==> config.mk <==
export PLATFORM = sky130hd
export DESIGN_NAME = led_pwm_fader
export DESIGN_NICKNAME = d
export VERILOG_FILES = /design/src/rtl/led_pwm_fader.sv
export SDC_FILE = /design/constraint.sdc
export NUM_CORES = 1
export LEC_CHECK = 0
export BUFFER_PORTS_ARGS = -buffer_cell sky130_fd_sc_hd__clkbuf_2
export CORE_ASPECT_RATIO = 1.4
export CORE_MARGIN = 2
export CORE_UTILIZATION = 48
export CTS_BUF_LIST = sky130_fd_sc_hd__clkbuf_4
export CTS_CLUSTER_SIZE = 25
export DETAILED_ROUTE_END_ITERATION = 16
export GPL_ROUTABILITY_DRIVEN = 0
export GPL_TIMING_DRIVEN = 1
export HOLD_SLACK_MARGIN = 0.05
export REMOVE_ABC_BUFFERS = 1
export SYNTH_ARGS = -nofsm -noshare
export SYNTH_HDL_FRONTEND = slang
export SYNTH_SLANG_ARGS = --single-unit
==> constraint.sdc <==
create_clock -name clk -period 5.8 [get_ports clk]
set_clock_uncertainty 0.15 [all_clocks]
set_input_delay 0.58 -clock clk [delete_from_list [all_inputs] [get_ports clk]]
set_output_delay 0.58 -clock clk [all_outputs]
set_load 0.01 [all_outputs]
==> src/rtl/led_pwm_fader.sv <==
// Multi-channel LED PWM driver with per-channel duty and optional linear fade (LED_PWM_PHASE_EN staggers channel phases).
// Latency: led is registered one clk behind pwm_cnt; duty writes reach the output at the next frame_end.
// Backpressure: cfg_ready is low only on the frame_end cycle (and in reset); otherwise every write is accepted.
module led_pwm_fader #(
    parameter int NUM_CH    = 4,
    parameter int PWM_W     = 8,
    parameter int PRESCALE  = 390,
    parameter int FADE_STEP = 1,
    localparam int CH_W     = (NUM_CH > 1) ? $clog2(NUM_CH) : 1
) (
    input  logic              clk,
    input  logic              rst_n,
    input  logic              cfg_valid,
    output logic              cfg_ready,
    input  logic [CH_W-1:0]   cfg_ch,
    input  logic [PWM_W-1:0]  cfg_duty,
    input  logic              cfg_fade,
    output logic [NUM_CH-1:0] led,
    output logic              frame_tick,
    output logic              busy
);

    localparam int              PS_W    = (PRESCALE > 1) ? $clog2(PRESCALE) : 1;
    localparam logic [PS_W-1:0] PS_LAST = PS_W'(PRESCALE - 1);
    localparam logic [PWM_W:0]  STEP_X  = (PWM_W+1)'(FADE_STEP);

    logic [PS_W-1:0]   ps_cnt;
    logic [PWM_W-1:0]  pwm_cnt;
    logic              step_en;
    logic              frame_end;
    logic              ready_q;
    logic              accept;

    logic [PWM_W-1:0]  cur_duty [NUM_CH];
    logic [PWM_W-1:0]  tgt_duty [NUM_CH];
    logic [PWM_W-1:0]  cur_nxt  [NUM_CH];
    logic [NUM_CH-1:0] fade;
    logic [NUM_CH-1:0] led_nxt;
    logic [NUM_CH-1:0] diff_vec;

    logic [PWM_W:0]    c_x;
    logic [PWM_W:0]    t_x;
    logic [PWM_W:0]    d_x;
    logic [PWM_W-1:0]  cmp_cnt;

    assign step_en   = (ps_cnt == PS_LAST);
    assign frame_end = step_en && (pwm_cnt == '1);
    // Blocking writes on frame_end keeps tgt stable while cur samples it.
    assign cfg_ready = ready_q && !frame_end;
    assign accept    = cfg_valid && cfg_ready;

    always_ff @(posedge clk or negedge rst_n) begin
        if (!rst_n) begin
            ps_cnt     <= '0;
            pwm_cnt    <= '0;
            ready_q    <= 1'b0;
            frame_tick <= 1'b0;
        end else begin
            ready_q    <= 1'b1;
            frame_tick <= frame_end;
            if (step_en) begin
                ps_cnt  <= '0;
                pwm_cnt <= pwm_cnt + 1'b1;
            end else begin
                ps_cnt  <= ps_cnt + 1'b1;
            end
        end
    end

    always_comb begin
        c_x      = '0;
        t_x      = '0;
        d_x      = '0;
        cmp_cnt  = '0;
        led_nxt  = '0;
        diff_vec = '0;
        for (int i = 0; i < NUM_CH; i++) begin
            cur_nxt[i] = cur_duty[i];
            // One extra bit so the distance and the step never wrap.
            c_x = {1'b0, cur_duty[i]};
            t_x = {1'b0, tgt_duty[i]};
            d_x = (t_x > c_x) ? (t_x - c_x) : (c_x - t_x);
            if (!fade[i] || (d_x <= STEP_X))
                cur_nxt[i] = tgt_duty[i];
            else if (t_x > c_x)
                cur_nxt[i] = PWM_W'(c_x + STEP_X);
            else
                cur_nxt[i] = PWM_W'(c_x - STEP_X);

            diff_vec[i] = (cur_duty[i] != tgt_duty[i]);
`ifdef LED_PWM_PHASE_EN
            cmp_cnt = pwm_cnt + PWM_W'(i * ((2 ** PWM_W) / NUM_CH));
`else
            cmp_cnt = pwm_cnt;
`endif
            led_nxt[i] = (cmp_cnt < cur_duty[i]);
        end
    end

    always_ff @(posedge clk or negedge rst_n) begin
        if (!rst_n) begin
            for (int i = 0; i < NUM_CH; i++) begin
                cur_duty[i] <= '0;
                tgt_duty[i] <= '0;
            end
            fade <= '0;
            led  <= '0;
            busy <= 1'b0;
        end else begin
            for (int i = 0; i < NUM_CH; i++) begin
                if (frame_end)
                    cur_duty[i] <= cur_nxt[i];
                // Out-of-range channel numbers match no index and are dropped.
                if (accept && (int'(cfg_ch) == i)) begin
                    tgt_duty[i] <= cfg_duty;
                    fade[i]     <= cfg_fade;
                end
            end
            led  <= led_nxt;
            busy <= |diff_vec;
        end
    end

endmodule

; ---- Word level (Yosys, flattened, before mapping)
; Index checks and enable logic that the tools add are counted.
; W data, S select, Z words.
[totals]
inputBits = 14
rom_bits = 0
regBits = 92
latch_bits = 0
mem_bits_rw = 0
wordCells = 88
mem_count = 0
output_inout_bits = 7
[classes]
mux = 13
bitwise_logic = 0
n_mul = 0
n_reduce_logical = 18
n_div = 0
magnitude_cmp = 12
shift = 0
n_eq_ne = 9
addsub = 18
[op_table]
columns = op, count
row1 = $sub A8 B8 Y9, 8
row2 = $mux W8, 8
row3 = $mux W9, 5
row4 = $add A8 B1 Y8 const B, 5
row5 = $le A9 B1 Y1 const B, 4
row6 = $gt A8 B8 Y1, 4
row7 = $lt A8 B8 Y1, 4
row8 = $ne A8 B8 Y1, 4
row9 = $sub A8 B1 Y8 const B, 4
row10 = $add A9 B1 Y9 const B, 1
row11 = $eq A9 B9 Y1 const B, 1
row12 = $eq A8 B8 Y1 const B, 1
row13 = $logic_and A1 B1 Y1, 7
row14 = $logic_not A1 Y1, 5
row15 = $eq A2 B2 Y1 const B, 2
row16 = $logic_or A1 B1 Y1, 4
row17 = $reduce_or A4 Y1, 1
row18 = $eq A2 B1 Y1 const B, 1
row19 = $logic_not A2 Y1, 1

; ---- Depth between registers and ports, before layout
[logic_depth]
ltp_word = 6
mapped_depth = 17
ltp_nobuf = 16

; ---- Worst setup path after synthesis
; Ideal clock, no wire load.
[synth_timing]
kind = reg-to-reg
start = register cur_duty[17] (netlist name)
end = register cur_duty[23] (netlist name)
required_ns = 5.507
n_path_buf = 0
path_stages_with_launch = 16
setup_ns = 0.143
t_arrival_ns = 3.440
path_slack_ns = 2.066
synth_period_minus_slack_ns = 3.734
cell_sequence = dfrtp_1 > inv_1 > ha_1 > nor2b_1 > o31ai_1 > nand2b_1 > a21oi_1 > ha_1 > a21o_1 > a21oi_1 > o21ai_0 > o41ai_1 > xnor2_1 > nand2_1 > mux2i_1 > a22oi_1
[synth_between]
elab_chain_cells = 5
elab_cells_between_ends = 10
cone_classes = add/sub: 4 / order compare: 2 / mux: 3 / reduce/logical: 1
[synth_lines]
columns = item, line_no
row1 = from (decl), 34  ; logic [PWM_W-1:0] cur_duty [NUM_CH];
row2 = "from (signal, indexed assignment)", 112  ; cur_duty[i] <= cur_nxt[i];
row3 = $sub A8 B8 Y9 or $gt A8 B8 Y1 (tied branches), "82, 85"
row4 = $mux W9, 82  ; d_x = (t_x > c_x) ? (t_x - c_x) : (c_x - t_x);
row5 = $le A9 B1 Y1, 83  ; if (!fade[i] || (d_x <= STEP_X))
row6 = $logic_or A1 B1 Y1, 83
row7 = $mux W8 *, 83
; Every way passes the cells marked *; elsewhere a longest branch is shown, timed or not.
; A chain may end at the register's enable or synchronous reset.

; ---- Worst setup path after layout
[layout_timing]
start = register cur_duty[25] (netlist name)
end = register cur_duty[31] (netlist name)
; Same word-level chain as after synthesis.

==> metrics.md <==
| Metric | Value |
|---|---|
| H-tree Lvls | 3 |
| Most frequent CP cell | ha_1 |
| Startpoint class of the critical path | flip-flop |
| Post-route cell area | 0.008793 mm^2 |
| Count of cell types in the netlist | 72 |
| Met2 routed WL | 10290 um |
| Worst slack at placement | 1.580 ns |
| Antenna violations before repair | 1 |
| Latest clock arrival within the worst-skew pair | 0.49 ns |
| Clock-pin transition on the worst setup and hold timing paths | 0.16 ns |
| Num CTS Buffers | 9 |
| Ys async rst share | 1.000 |
| Most frequent cells in the layout | ha_1, inv_1, dfrtp_1, nand2_1, a21oi_1 |
| Pins Over Slew Limit | 0 |
| Top Ports | 21 |
| Core outline area | 0.01719 mm^2 |
| Crit-path cells | inv_1 > ha_1 > nor2b_1 > o2111ai_1 > a311oi_1 > o21bai_1 > ha_1 > a21o_1 > a21oi_1 > o21ai_0 > o41ai_1 > xor2_1 > nor2_1 > mux2i_1 > o22a_1 |
| Placed inst area | 0.008642 mm^2 |
| Run status | finished clean |
| Slew Limit Headroom | 0.2157 |
| Static leakage | 4.120 nW |
| Switching share of power | 0.4118 |
| Buffer count from post-CTS setup fixing | 0 |
| Worst-margin pin slew | 1.175 ns |
| Maximum fanout along the worst path | 9 |
| Slowest CP cell | o21bai_1 |
| Met1 WL | 9222 um |
| Syn Inst Count | 944 |
| Final WS setup | 1.479 ns |
| Final wirelength | 20350 um |
| Sequential power share | 0.355 |
| CP top delay family | compound AO/OA/AOI/OAI gates |
| MaxCap Viol Count | 0 |
| Root Buffer Master | clkbuf_4 |
| Die height | 160.2 um |
| Final hold vios | 0 |
| CP arrival | 4.58 ns |
| DIE AREA | 0.01851 mm^2 |
| Gate power share | 0.467 |
| WP buf/inv | 1 |
| Post-cts sizing count | 0 |
| DR vias/cell | 5.624 |
| Critical path class | reg2reg |
| VDD IR-drop max | 0.1126 mV |
| Clock Tree Buf Depth | 2 |
| Top sig layer | met4 |
| Vias in the first global route | 6667 |
| DRC | 0 |
| Die W | 115.6 um |
| CP max stage delay | 0.68 ns |
| First-pass GRT wire length | 33830 um |
| Post-synth EDFFs | 0 |
| Yosys reg bits | 92 |
| Setup TNS | 0 ns |
| Req. time, crit path | 6.06 ns |
| Vias | 6687 |
| Final HPWL DP | 15480 um |
| Final net count | 1092 |
| Final critical-path share of the clock period | 0.7449 |
| CTS tree | built |
| Number of port buffers | 20 |
| Leading cell type in the layout, fill and taps excluded | ha_1 |
| DR iter-0 viols | 306 |
| Fmax | 231.4 MHz |
| Routed WL per cell | 17.11 um |
| Area Growth Syn to Fin | 5.131% |
| Min cycle time layout | 4.321 ns |
| Top_reg_cell synth | dfrtp_1 |
| # clock sinks | 92 |
| Clk pwr share | 0.178 |
| P_sw | 0.8802 mW |
| Overflow after GRT | 0 |
| Routed Antenna Nets | 0 |
| Initial Utilization | 0.4866 |
| CP endpoint kind | flip-flop |
| GRT Overall Usage | 0.2331 |
| PD cells | 243.1 mW/mm^2 |
| Post-Syn Area | 0.008364 mm^2 |
| Synth Area per Inst | 8.860 um^2 |
| RSZ-0062 raised after global routing | false |
| Number of cell rows | 57 |
| Setup violations, final | 0 |
| Pint | 1.257 mW |
| HP Class | in2reg |
| YS warnings | 0 |
| Largest net degree at the start of global routing | 72 |
| WL met3 | 478 um |
| Initial DRT Pass Iterations | 4 |
| Post-synthesis sequential area ratio | 0.2752 |
| Share of layout cells above drive strength 1 | 0.08613 |
[final cells by class]
cell class              count  area, um^2
multi-input cells         723        5544
fillers                  1654        8394
well taps                 236       295.3
inverters                  94       352.8
clock buffers              10       75.07
diodes                      1       2.502
clock inverters             6       63.81
flip-flops and latches     92        2302
repair buffers             27       157.7
[worst paths after layout]
check	slack [ns]	depth (start not counted)	to	start
setup / recovery	1.48	15	cur_duty[31]	cur_duty[25]
hold / removal	0.26	3	tgt_duty[30]	cfg_duty[6]
setup reg to reg	1.48	15	cur_duty[31]	cur_duty[25]
hold reg to reg	0.37	1	ps_cnt[0]	ps_cnt[0]
max in group asynchronous	3.95	3	cmp_cnt[3]	rst_n
min in group asynchronous	0.34	2	cur_duty[30]	rst_n
[power groups by stage]
stage | combinational (mW) | sequential, mW | clock, mW
global placement | 0.988 | 0.768 | 0
detailed placement | 0.989 | 0.769 | 0
finish | 0.998 | 0.758 | 0.381
CTS | 0.995 | 0.757 | 0.392
floorplan | 0.775 | 0.747 | 0
global route | 1.12 | 0.767 | 0.420
[flip-flops by register name, indices dropped and copies added, names as in the netlist]
signal / cells
cur_duty: 24
tgt_duty: 24
ps_cnt: 9
c_x: 8
cmp_cnt: 8
t_x: 8
fade: 4
led: 4
busy: 1
frame_tick: 1
ready_q: 1
[logic make-up (layout without fill, tap and decap cells)]
kind of cell,after synthesis,count (layout),synth area share
compound gates,243,243,0.1882
simple gates,237,237,0.1369
buf+inv,129,137,0.06357
other cells,1,2,0.0004483
flops,92,92,0.2752
xor+xnor,56,56,0.05864
mux,55,55,0.07031
fa+ha+maj,131,131,0.2067
[synthesized netlist by cell type, types with 24 or more instances]
master,instances,share of area
ha_1,119,0.18
dfrtp_1,92,0.28
inv_1,92,0.041
nand2_1,71,0.032
a21oi_1,57,0.034
nor2_1,56,0.025
o21ai_0,39,0.023
a21o_1,37,0.033
xnor2_1,36,0.038
mux2_2,30,0.040
mux2i_1,25,0.030
o21ai_1,24,0.014
[stage by stage]
stage | total power [mW] | std cells | utilization | hold WS, ns
3_5_place_dp | 1.759 | 1171 | 0.5028 | 0.3412
6_report | 2.138 | 1189 | 0.5116 | 0.2606
4_1_cts | 2.144 | 1188 | 0.5115 | 0.2468
5_1_grt | 2.305 | 1189 | 0.5116 | 0.2411
3_3_place_gp | 1.755 | 1171 | 0.5028 | 0.3432
2_1_floorplan | 1.522 | 909 | - | 0.1344
[worst min-delay path: stages]
cell and delay, ns:
clkbuf_2 0.15, nand2_1 0.08, o21ai_1 0.06
[routing by layer]
layer  track usage  vias to the layer above
met2        0.4032                       78
met3       0.03112                       20
met1        0.3005                     3254
met4       0.06791                        0
met5             0                        -
li1              -                     3335
[timing repair]
action,4_1_cts,5_1_grt
endpoints found under the setup margin,0,0
hold buffers,1,0
endpoints found under the hold margin,21,0
No activity file was read; power rests on OpenSTA's default activity.
